`src/rtl/reduce_seq_pkg.sv`:
```
// Shared definitions for reduce_seq: reduction opcodes and FSM state encoding.
// Imported by the RTL and by the testbench, so both use the same encodings.
package reduce_seq_pkg;

  // Reduction opcodes. Bit 1 selects the OR family, which is evaluated through
  // the AND gate on inverted input (De Morgan).
  typedef enum logic [1:0] {
    OpAnd  = 2'd0,
    OpNand = 2'd1,
    OpOr   = 2'd2,
    OpNor  = 2'd3
  } op_e;

  typedef enum logic [1:0] {
    StIdle = 2'd0,
    StRun  = 2'd1,
    StDone = 2'd2
  } state_e;

  // The final value is the inverse of the AND accumulator for NAND and OR.
  function automatic logic op_inverts_result(op_e op);
    return op[0] ^ op[1];
  endfunction

endpackage

```
`src/rtl/and_nway.sv`:
```
// N-input AND gate shared by the sequential reducer.
// Ports:
//   din  - NB_IN input bits
//   dout - AND of all input bits
module and_nway #(
  parameter int unsigned NB_IN = 8
) (
  input  logic [NB_IN-1:0] din,
  output logic             dout
);

  assign dout = &din;

endmodule

```
`src/rtl/reduce_seq.sv`:
```
// Sequential AND/NAND/OR/NOR reduction of a WIDTH-bit operand using a single
// NB_IN-input AND gate, one chunk per cycle, with early exit once the
// accumulator reaches zero.
// Ports:
//   clk, rst                  - clock, synchronous active-high reset
//   start_valid/start_ready   - request handshake (op, operand)
//   result_valid/result_ready - result handshake (result, chunks_used)
//   chunks_used               - number of chunks evaluated for the result
//   busy                      - high whenever the FSM is not idle
// WIDTH must be a non-zero multiple of NB_IN, with NB_IN >= 2.
module reduce_seq
  import reduce_seq_pkg::*;
#(
  parameter int unsigned WIDTH = 32,
  parameter int unsigned NB_IN = 8
) (
  input  logic                            clk,
  input  logic                            rst,
  input  logic                            start_valid,
  output logic                            start_ready,
  input  logic [1:0]                      op,
  input  logic [WIDTH-1:0]                operand,
  output logic                            result_valid,
  input  logic                            result_ready,
  output logic                            result,
  output logic [$clog2(WIDTH/NB_IN):0]    chunks_used,
  output logic                            busy
);

  localparam int unsigned NCHUNK = WIDTH / NB_IN;
  localparam int unsigned IW     = (NCHUNK > 1) ? $clog2(NCHUNK) : 1;
  localparam int unsigned CW     = $clog2(NCHUNK) + 1;

  state_e           state_q;
  op_e              op_q;
  logic [WIDTH-1:0] opnd_q;
  logic [IW-1:0]    idx_q;
  logic             acc_q;
  logic [CW-1:0]    cu_q;
  logic             result_q;

  logic [NB_IN-1:0] chunk;
  logic             gate_out;
  logic             acc_new;
  logic             last_chunk;

  // OR family: invert the chunk so the AND gate computes NOR of the raw bits.
  assign chunk      = opnd_q[idx_q*NB_IN +: NB_IN] ^ {NB_IN{op_q[1]}};
  assign acc_new    = acc_q & gate_out;
  assign last_chunk = (idx_q == IW'(NCHUNK - 1));

  and_nway #(
    .NB_IN (NB_IN)
  ) u_and_nway (
    .din  (chunk),
    .dout (gate_out)
  );

  always_ff @(posedge clk) begin
    if (rst) begin
      state_q  <= StIdle;
      op_q     <= OpAnd;
      opnd_q   <= '0;
      idx_q    <= '0;
      acc_q    <= 1'b1;
      cu_q     <= '0;
      result_q <= 1'b0;
    end else begin
      unique case (state_q)
        StIdle: begin
          if (start_valid) begin
            op_q    <= op_e'(op);
            opnd_q  <= operand;
            idx_q   <= '0;
            acc_q   <= 1'b1;
            cu_q    <= '0;
            state_q <= StRun;
          end
        end
        StRun: begin
          acc_q <= acc_new;
          cu_q  <= cu_q + CW'(1);
          idx_q <= idx_q + IW'(1);
          if (!acc_new || last_chunk) begin
            result_q <= acc_new ^ op_inverts_result(op_q);
            state_q  <= StDone;
          end
        end
        StDone: begin
          if (result_ready) state_q <= StIdle;
        end
        default: state_q <= StIdle;
      endcase
    end
  end

  assign start_ready  = (state_q == StIdle);
  assign result_valid = (state_q == StDone);
  assign busy         = (state_q != StIdle);
  assign result       = result_q;
  assign chunks_used  = cu_q;

endmodule

```
`config.mk`:
```
export PLATFORM = sky130hd
export DESIGN_NAME = reduce_seq
export DESIGN_NICKNAME = d
export VERILOG_FILES = /design/src/rtl/reduce_seq_pkg.sv /design/src/rtl/and_nway.sv /design/src/rtl/reduce_seq.sv
export SDC_FILE = /design/constraint.sdc
export NUM_CORES = 1
export LEC_CHECK = 0
export CAP_MARGIN = 20
export CORE_ASPECT_RATIO = 0.5
export CORE_UTILIZATION = 45
export DETAILED_ROUTE_END_ITERATION = 10
export PLACE_DENSITY = 0.71
export SETUP_SLACK_MARGIN = 0.3
export SLEW_MARGIN = 20
export SYNTH_ARGS = -nofsm -noshare
export SYNTH_HDL_FRONTEND = slang
export SYNTH_HIERARCHICAL = 1
export SYNTH_SLANG_ARGS = --single-unit
```
`constraint.sdc`:
```
create_clock -name clk -period 3.7 [get_ports clk]
set_clock_uncertainty 0.15 [all_clocks]
set_input_delay 0.925 -clock clk [delete_from_list [all_inputs] [get_ports clk]]
set_output_delay 0.925 -clock clk [all_outputs]
set_load 0.02 [all_outputs]
```
; ---- After elaboration in Yosys (flattened, before gate mapping)
; Cells that the tools add are included.
[word_totals]
in_bits = 38
out_inout_bits = 7
regBits = 43
word_cells = 40
[op_classes]
bitwise = 4
n_shift = 1
n_addsub = 2
n_reduce_logical = 10
eq_ne = 6
n_mux = 10
[ops]
columns = op, n
row1 = indexed part select 32 x 6 -> 8 bit, 1
row2 = 2-to-1 mux 2 bit, 4
row3 = AND reduction 8 bit, 1
row4 = bitwise XOR 8 bit, 1
row5 = one-hot mux 2 bit (3 select lines), 1
row6 = one-hot mux 3 bit (2 select lines), 1
row7 = AND reduction 2 bit, 3
row8 = "== test 2 bit, second input constant", 2
row9 = "!= test 2 bit, second input constant", 2
row10 = one-hot mux 2 bit (2 select lines), 1
row11 = nonzero test 2 bit, 2
row12 = "adder 3 x 1 -> 3 bit, second input constant", 1
row13 = 2-to-1 mux 3 bit, 1
row14 = AND reduction 3 bit, 1
row15 = "adder 2 x 1 -> 2 bit, second input constant", 1
row16 = "== test 2 x 1 -> 1 bit, second input constant", 1
row17 = logical NOT 2 bit, 1
row18 = "!= test 2 x 1 -> 1 bit, second input constant", 1
row19 = one-hot mux 1 bit (2 select lines), 1
row20 = bitwise XOR 1 bit, 2
row21 = AND 1 bit, 1
row22 = logical NOT 1 bit, 1
row23 = logical OR 1 bit, 1
row24 = 2-to-1 mux 1 bit, 1

; ---- Depth between registers and ports, before layout
; Gate-level depths: netlist of the first run.
[logic_depth]
ltp_word = 8
depth_mapped = 8
ltp_nobuf = 7

; ---- Cells and area by module
; Netlist of the first run, hierarchy kept.
[by_module_without_submodules]
columns = module, area_each_um2, seq_area_each_um2, cells_each, n_inst
row1 = reduce_seq, 1939.4, 860.8, 217, 1
row2 = and_nway, 16.3, 0.0, 3, 1

; ---- Least setup slack after synthesis of the first run
; No wires, ideal clock.
[synth_path]
kind = reg2reg
start = register idx_q[0]
end = register result_q, in the netlist result
path_buffers = 1
required_ns = 3.416
path_slack_ns = 1.508
synth_period_minus_slack_ns = 2.192
arrival_ns = 1.908
setup_time_ns = 0.134
path_stages_with_launch = 9
cell_sequence = dfxtp_1 -> buf_2 -> mux4_2 -> xor2_1 -> nand4_1 -> nor2_1 -> and3b_1 -> o311ai_0 -> o31ai_1
[synth_between]
elab_chain_cells = 7
elab_cells_between_ends = 9
[synth_lines]
columns = item, line
row1 = start: declaration, reduce_seq.sv:37  ; logic [IW-1:0] idx_q;
row2 = start signal: assignment, reduce_seq.sv:83  ; idx_q <= idx_q + IW'(1);
row3 = indexed part select 32 x 6 -> 8 bit (*), reduce_seq.sv:48  ; assign chunk = opnd_q[idx_q*NB_IN +: NB_IN] ^ {NB_IN{op_q[1]}};
row4 = bitwise XOR 8 bit (*), reduce_seq.sv:48
row5 = via chunk[3], reduce_seq.sv:42  ; logic [NB_IN-1:0] chunk;
row6 = AND reduction 8 bit (*), and_nway.sv:12  ; assign dout = &din;
row7 = via gate_out, reduce_seq.sv:43  ; logic gate_out;
row8 = AND 1 bit (*), reduce_seq.sv:49  ; assign acc_new = acc_q & gate_out;
row9 = logical NOT 1 bit, reduce_seq.sv:84  ; if (!acc_new || last_chunk) begin
row10 = logical OR 1 bit, reduce_seq.sv:84
row11 = AND reduction 2 bit (no line), -
row12 = end signal: assignment, reduce_seq.sv:85  ; result_q <= acc_new ^ op_inverts_result(op_q);
row13 = end: declaration, reduce_seq.sv:40  ; logic result_q;
; Mark *: on every way through the listed nets, which the timed path passes. The rest lies on a longest branch.
; A chain may end at the register's enable or synchronous reset.

; ---- Worst setup path in the final report of the first run
[layout_path]
start = register state_q[0]
end = output start_ready
[layout_between]
elab_chain_cells = 1
[layout_lines]
columns = item, line
row1 = start: declaration, reduce_seq.sv:34  ; state_e state_q;
row2 = start signal: assignment, reduce_seq.sv:61  ; state_q <= StIdle;
row3 = start signal: assignment, reduce_seq.sv:77  ; state_q <= StRun;
row4 = start signal: assignment, reduce_seq.sv:86  ; state_q <= StDone;
row5 = logical NOT 2 bit, reduce_seq.sv:97  ; assign start_ready = (state_q == StIdle);
row6 = end: declaration, reduce_seq.sv:20  ; output logic start_ready,
; No other way between the ends.

==> results of run 1 <==
## layer usage
layer  GRT usage [%]  vias up  routed length (um)
met3            5.19        6                 126
met4            8.33        0                  61
li1                -      808                   -
met5               0        -                   0
met1            24.5      739                1830
met2            29.6       29                1830
## registers in the layout, indices dropped and copies added (netlist names)
| register | flops |
|---|---|
| opnd_q | 32 |
| chunks_used | 3 |
| idx_q | 2 |
| op_q | 2 |
| state_q | 2 |
| acc_q | 1 |
| result | 1 |
## worst min-delay path, delay by kind of cell (launching register included)
| family | cells | cell delay, ns |
|---|---|---|
| DFF | 1 | 0.31 |
| and+or+nand+nor | 1 | 0.05 |
| AOI/OAI and AO/OA | 1 | 0.05 |
## area by class of cell
type | instances | area [sq um] | area share [%]
multi-input cells | 157 | 953 | 38.7
flip-flops and latches | 43 | 861 | 34.9
repair buffers | 46 | 455 | 18.5
clock buffers | 6 | 82.6 | 3.35
well taps | 54 | 67.6 | 2.74
clock inverters | 2 | 35.0 | 1.42
inverters | 3 | 11.3 | 0.457
## cell usage after synthesis
cell,instances
inv_1,3
buf_6,2
or3b_1,1
xnor2_1,2
o31ai_1,1
nor3_1,1
nand4_1,2
clkbuf_1,5
nand2b_1,1
buf_4,4
dfxtp_1,43
buf_8,3
xor2_1,8
mux2i_1,3
ha_1,2
nor3b_1,1
and2b_1,1
o2bb2ai_1,1
nand2_1,71
o21ai_0,3
or2_2,1
buf_2,2
mux4_2,8
a21oi_1,36
and3b_1,1
nor2_1,5
buf_1,1
o311ai_0,1
o21bai_1,1
nor3b_4,1
and2b_2,1
nor2b_1,2
a22oi_1,2
## power groups by stage
| stage | Clock (W) | Sequential, W | Combinational, W |
|---|---|---|---|
| CTS | 0.000386 | 0.000514 | 0.000151 |
| global placement | 0 | 0.000524 | 0.000147 |
| floorplan | 0 | 0.000512 | 0.000111 |
| global route | 0.000403 | 0.000518 | 0.000168 |
| finish | 0.000379 | 0.000514 | 0.000151 |
| detailed placement | 0 | 0.000525 | 0.000151 |
## kinds of logic after synthesis
| group | Yosys count | synth area share, % |
|---|---|---|
| XOR/XNOR | 10 | 4.48 |
| adder cells (fa/ha/maj) | 2 | 1.28 |
| multiplexers | 11 | 10.7 |
| flip-flops | 43 | 44.0 |
| AO/OA/AOI/OAI | 45 | 12.4 |
| AND/OR/NAND/NOR | 89 | 19.8 |
| buffers and inverters | 20 | 7.23 |
## per-stage QoR
step | std cells | total power (W) | instance area (sq um) | hold slack [ns]
6_report | 311 | 0.00104 | 2470 | 0.307
5_1_grt | 311 | 0.00109 | 2470 | 0.323
4_1_cts | 311 | 0.00105 | 2470 | 0.309
3_5_place_dp | 303 | 0.000676 | 2350 | 0.298
3_3_place_gp | 303 | 0.000671 | 2350 | 0.290
2_1_floorplan | 220 | 0.000623 | 1960 | 0.283
## how the worst max path moves through the flow
stage               slack [ns]  cells after the start          end         from
floorplan                 1.51                      8       result     idx_q[0]
global placement          0.84                      4    opnd_q[7]  start_valid
detailed placement        0.81                      4   opnd_q[19]  start_valid
CTS                       0.92                      3  start_ready   state_q[0]
global route              0.80                      7   state_q[1]     idx_q[0]
finish                    0.93                      3  start_ready   state_q[0]
==> impl_results.md, run 1 <==
* Leading area contributor after synthesis: dfxtp_1
* Via count at 1,582
* CP top delay family: buffers and inverters
* Core Rows at 16
* RSZ-0062 raised after global routing: false
* Peak VDD IR at 0.000223 V
* Die Span Y at 48.6 um
* Clock transition at path regs at 0.08 ns
* Fin. max-slew vios at 0
* Final ANT Viol Nets at 0
* Kind of end point of the critical path: output pin
* Avg WL per Cell at 12.4 um
* Period minus WS final at 2.77 ns
* PortBufs at 44
* Reg2reg end: state_q[1]
* Share of the synthesized area in the top cell type at 44.0%
* Final Hold Viols at 0
* Worst slew pin tran at 0.810 ns
* Hold Path Class: reg -> reg
* Final WS setup at 0.925 ns
* Util after Layout at 61.3%
* Starting density of the core at 48.6%
* Vias per inst at 5.09
* Mapped Area at 1960 sq um
* Die Area at 4630 sq um
* Clock power frac at 36.3%
* TritonRoute pass-1 iters at 4
* Post-DP HPWL at 2650 um
* Nets at 296
* Pre-CTS setup slack at 0.813 ns
* Hold depth at 2
* Leak at 0.943 nW
* Top cells by area, synth: dfxtp_1 44%, nand2_1 14%, a21oi_1 9.2%
* Root Buffer Master: clkbuf_8
* Synth unique cells at 33
* Hold_sp: opnd_q[5]
* I/O pin count at 45
* Layout cells sized above 1 at 8.56%
* Clock sink count at 43
* Crit-path cells: or2_2 -> inv_1 -> clkdlybuf4s50_1
* Iteration-0 DRC Markers at 69
* Int Pwr at 0.000792 W
* Overall Global Routing Usage at 19.0%
* Final routed DRC violation total at 0
* Postcts setup bufs at 0
* Die X at 95.2 um
* # setup viols final at 0
* Commonest cells after routing, fill and taps aside: 71 x nand2_1, 44 x clkdlybuf4s50_1, 43 x dfxtp_1, 36 x a21oi_1
* Sequential-to-total area share from yosys stat at 44.0%
* Max-cap viol count at 0
* Arrival time worst endpoint at 1.70 ns
* Slowest Stage Delay on Critical Path at 0.58 ns
* Global-route wire length before repair at 6600 um
* Status: finished clean
* WP data required at 2.62 ns
* CTS Buffer Depth at 2
* Syn. warnings at 6
* Vias in the first global route at 1,530
* Area delta synth->final at 26.1%
* Ant. Diodes at 0
* CTS Hold Buffers Added at 0
* Post-CTS sizing at 0
* Fillers at 366
* Worst Reg-to-Reg Cells at 7
* Crit path max fanout at 10
* Num CTS Buffers at 5
* Pwr Density at 423 nW/um^2
* Worst path slowest cell: clkdlybuf4s50_1
* Logic pwr share at 14.4%
* Core area at 4020 sq um
* Part of the power in registers at 49.3%
* Pin count of the biggest net entering global routing at 35
* Net Sw Frac at 24.0%
* Clk_lat worst skew at 0.30 ns
* Drt total wl at 3850 um
* H-tree lvl count at 2
* Slew HR at 45.8%
* R2R Setup Slk at 1.09 ns
* Setup TNS at 0 ns
* Commonest non-fill, non-tap cell in the layout: nand2_1
* Reg-to-Reg Start: idx_q[0]
* RePlAce Congestion at 0.747
* Critical Path Start Type: flop
* Bufs and invs on worst path at 2
* Grt ovf at 0
* Critical path class: reg -> out
* Post-Syn Area per Cell at 8.89 sq um
* Net count after synthesis at 260
* Register bit total from synthesis at 43
* Hold Path End: opnd_q[5]
* Max Fclk at 0.360 GHz
* NetSw at 0.000251 W
* Cells after synthesis at 220
* Initial antenna violation count at 0
* Fin crit share at 75.0%
* CTS tree: done
(Power assumes the default switching activity.)
==> run 2: changes to the inputs <==
- CORE_UTILIZATION: 45 -> 44
- PLACE_DENSITY: 0.71 -> 0.72
- clock period: 3.7 -> 2.55 ns (I/O delays scaled with it)
==> impl_results.md, run 2 (same netlist as run 1, synthesis figures left out) <==
* Pin count of the biggest net entering global routing at 43 (+23%)
* Nets at 299 (+1.0%)
* Die X at 96.3 um (+1.1%)
* Clock sink count at 43 (unchanged)
* Peak VDD IR at 0.000268 V (+20%)
* Hold_sp: opnd_q[28]
* Core area at 4080 sq um (+1.5%)
* Layout cells sized above 1 at 10.1% (+1.5 points)
* Worst path slowest cell: dfxtp_2
* Vias per inst at 5.00 (-1.7%)
* Fin crit share at 83.9%
* Grt ovf at 0 (unchanged)
* Reg-to-Reg Start: idx_q[0]
* Critical Path Start Type: flop
* Core Rows at 16 (unchanged)
* Via count at 1,560 (-1.4%)
* I/O pin count at 45 (unchanged)
* Crit path max fanout at 10 (unchanged)
* Die Area at 4730 sq um (+2.2%)
* Avg WL per Cell at 11.8 um (-4.4%)
* Setup TNS at 0 ns (unchanged)
* Final routed DRC violation total at 0 (unchanged)
* Slowest Stage Delay on Critical Path at 0.38 ns (-0.20 ns)
* Biggest register: opnd_q
* Pwr Density at 548 nW/um^2 (+30%)
* Drt total wl at 3690 um (-4.1%)
* Starting density of the core at 47.9% (-0.71 points)
* Max Fclk at 0.467 GHz
* Kind of end point of the critical path: output pin
* TritonRoute pass-1 iters at 4 (unchanged)
* Max FFs per register at 32 (unchanged)
* Num CTS Buffers at 5 (unchanged)
* Crit-path cells: or2_2 -> inv_1 -> dlygate4sd2_1
* Final Hold Viols at 0 (unchanged)
* Initial antenna violation count at 0 (unchanged)
* Critical path class: reg -> out
* Vias in the first global route at 1,492 (-2.5%)
* Clk_lat worst skew at 0.29 ns (about the same)
* CTS tree: done
* Fin. max-slew vios at 0 (unchanged)
* Setup crit start: state_q[0]
* CTS Hold Buffers Added at 0 (unchanged)
* R2R Setup Slk at 0.41 ns (-0.68 ns)
* RePlAce Congestion at 0.745 (-0.27%)
* Iteration-0 DRC Markers at 44 (-36%)
* # setup viols final at 0 (unchanged)
* Overall power at 0.00136 W (+30%)
* Ant. Diodes at 0 (unchanged)
* Final ANT Viol Nets at 0 (unchanged)
* Overall Global Routing Usage at 17.5% (-1.5 points)
* Postcts setup bufs at 0 (unchanged)
* Max-cap viol count at 0 (unchanged)
* RSZ-0062 raised after global routing: false
* Period minus WS final at 2.14 ns
* Arrival time worst endpoint at 1.35 ns (-0.35 ns)
* Slew HR at 62.9% (+17 points)
* Hold Path Class: reg -> reg
* Die Span Y at 49.1 um (+1.1%)
* CTS Buffer Depth at 2 (unchanged)
* Post-DP HPWL at 2610 um (-1.4%)
* Commonest cells after routing, fill and taps aside: 71 x nand2_1, 41 x clkdlybuf4s50_1, 40 x dfxtp_1, 36 x a21oi_1
* Leak at 0.949 nW (+0.59%)
* Status: finished clean
* Root Buffer Master: clkbuf_8
* WP data required at 1.76 ns (-0.86 ns)
* Util after Layout at 60.5% (-0.75 points)
* H-tree lvl count at 2 (unchanged)
* Commonest non-fill, non-tap cell in the layout: nand2_1
* Worst slew pin tran at 0.556 ns (-0.254 ns)
* Area delta synth->final at 26.4%
* Clock transition at path regs at 0.07 ns (about the same)
* PortBufs at 44 (unchanged)
* Global-route wire length before repair at 6290 um (-4.8%)
==> run 2: cell types whose count changed in the layout (fill, tap and decap cells not counted), moves of 2 or more <==
| cell | previous run | this run |
|---|---|---|
| clkdlybuf4s50_1 | 44 | 41 |
| dfxtp_1 | 43 | 40 |
| dlygate4sd2_1 | 0 | 3 |
| dfxtp_2 | 0 | 2 |
==> run 2: final cells by class <==
cell class | instances | area (sq um)
fillers | 390 | 1610
multi-input cells | 157 | 963
flip-flops and latches | 43 | 867
repair buffers | 49 | 490
clock buffers | 6 | 72.6
well taps | 54 | 67.6
inverters | 3 | 11.3
==> run 2: path summary, 6_finish.rpt <==
check                end  cells after the start
max          start_ready                      3
max reg2reg       result                      8
min           opnd_q[28]                      2
min reg2reg   opnd_q[28]                      2
==> run 2: metrics by stage <==
step | worst slack (ns) | area (sq um) | hold slack [ns] | std cells
after global placement | 0.296 | 2380 | 0.290 | 306
after CTS | 0.313 | 2460 | 0.309 | 312
after global routing | 0.320 | 2470 | 0.332 | 312
after floorplan | 0.358 | 1960 | 0.283 | 220
after detailed placement | 0.262 | 2380 | 0.297 | 306
final | 0.411 | 2470 | 0.305 | 312
==> run 2: worst max-delay path, delay by kind of cell, from the launching register on <==
kind / cells / cell delay, ns
buffers and inverters: 2 / 0.37
DFF: 1 / 0.38
and+or+nand+nor: 1 / 0.31
==> run 2: timing repair <==
item | 4_1_cts | 5_1_grt
endpoints found under the setup margin | 5 | 3
pin swaps | 0 | 1
resized for setup | 8 | 4
==> run 2: per-layer routing <==
| metal | vias to the layer above | routed length [um] | track usage [%] | share of wire (%) |
|---|---|---|---|---|
| met5 | - | 0 | 0 | 0 |
| met4 | 0 | 57 | 6.72 | 1.5 |
| met3 | 8 | 136 | 4.67 | 3.7 |
| met2 | 22 | 1780 | 28.7 | 48 |
| met1 | 720 | 1710 | 21.9 | 46 |
| li1 | 810 | - | - | - |
==> run 2: power by group <==
| part | leakage, nW | internal, W | switching [W] |
|---|---|---|---|
| clock network | 0.0371 | 0.000182 | 0.000204 |
| registers | 0.354 | 0.000712 | 0.0000300 |
| logic | 0.557 | 0.000127 | 0.0000999 |
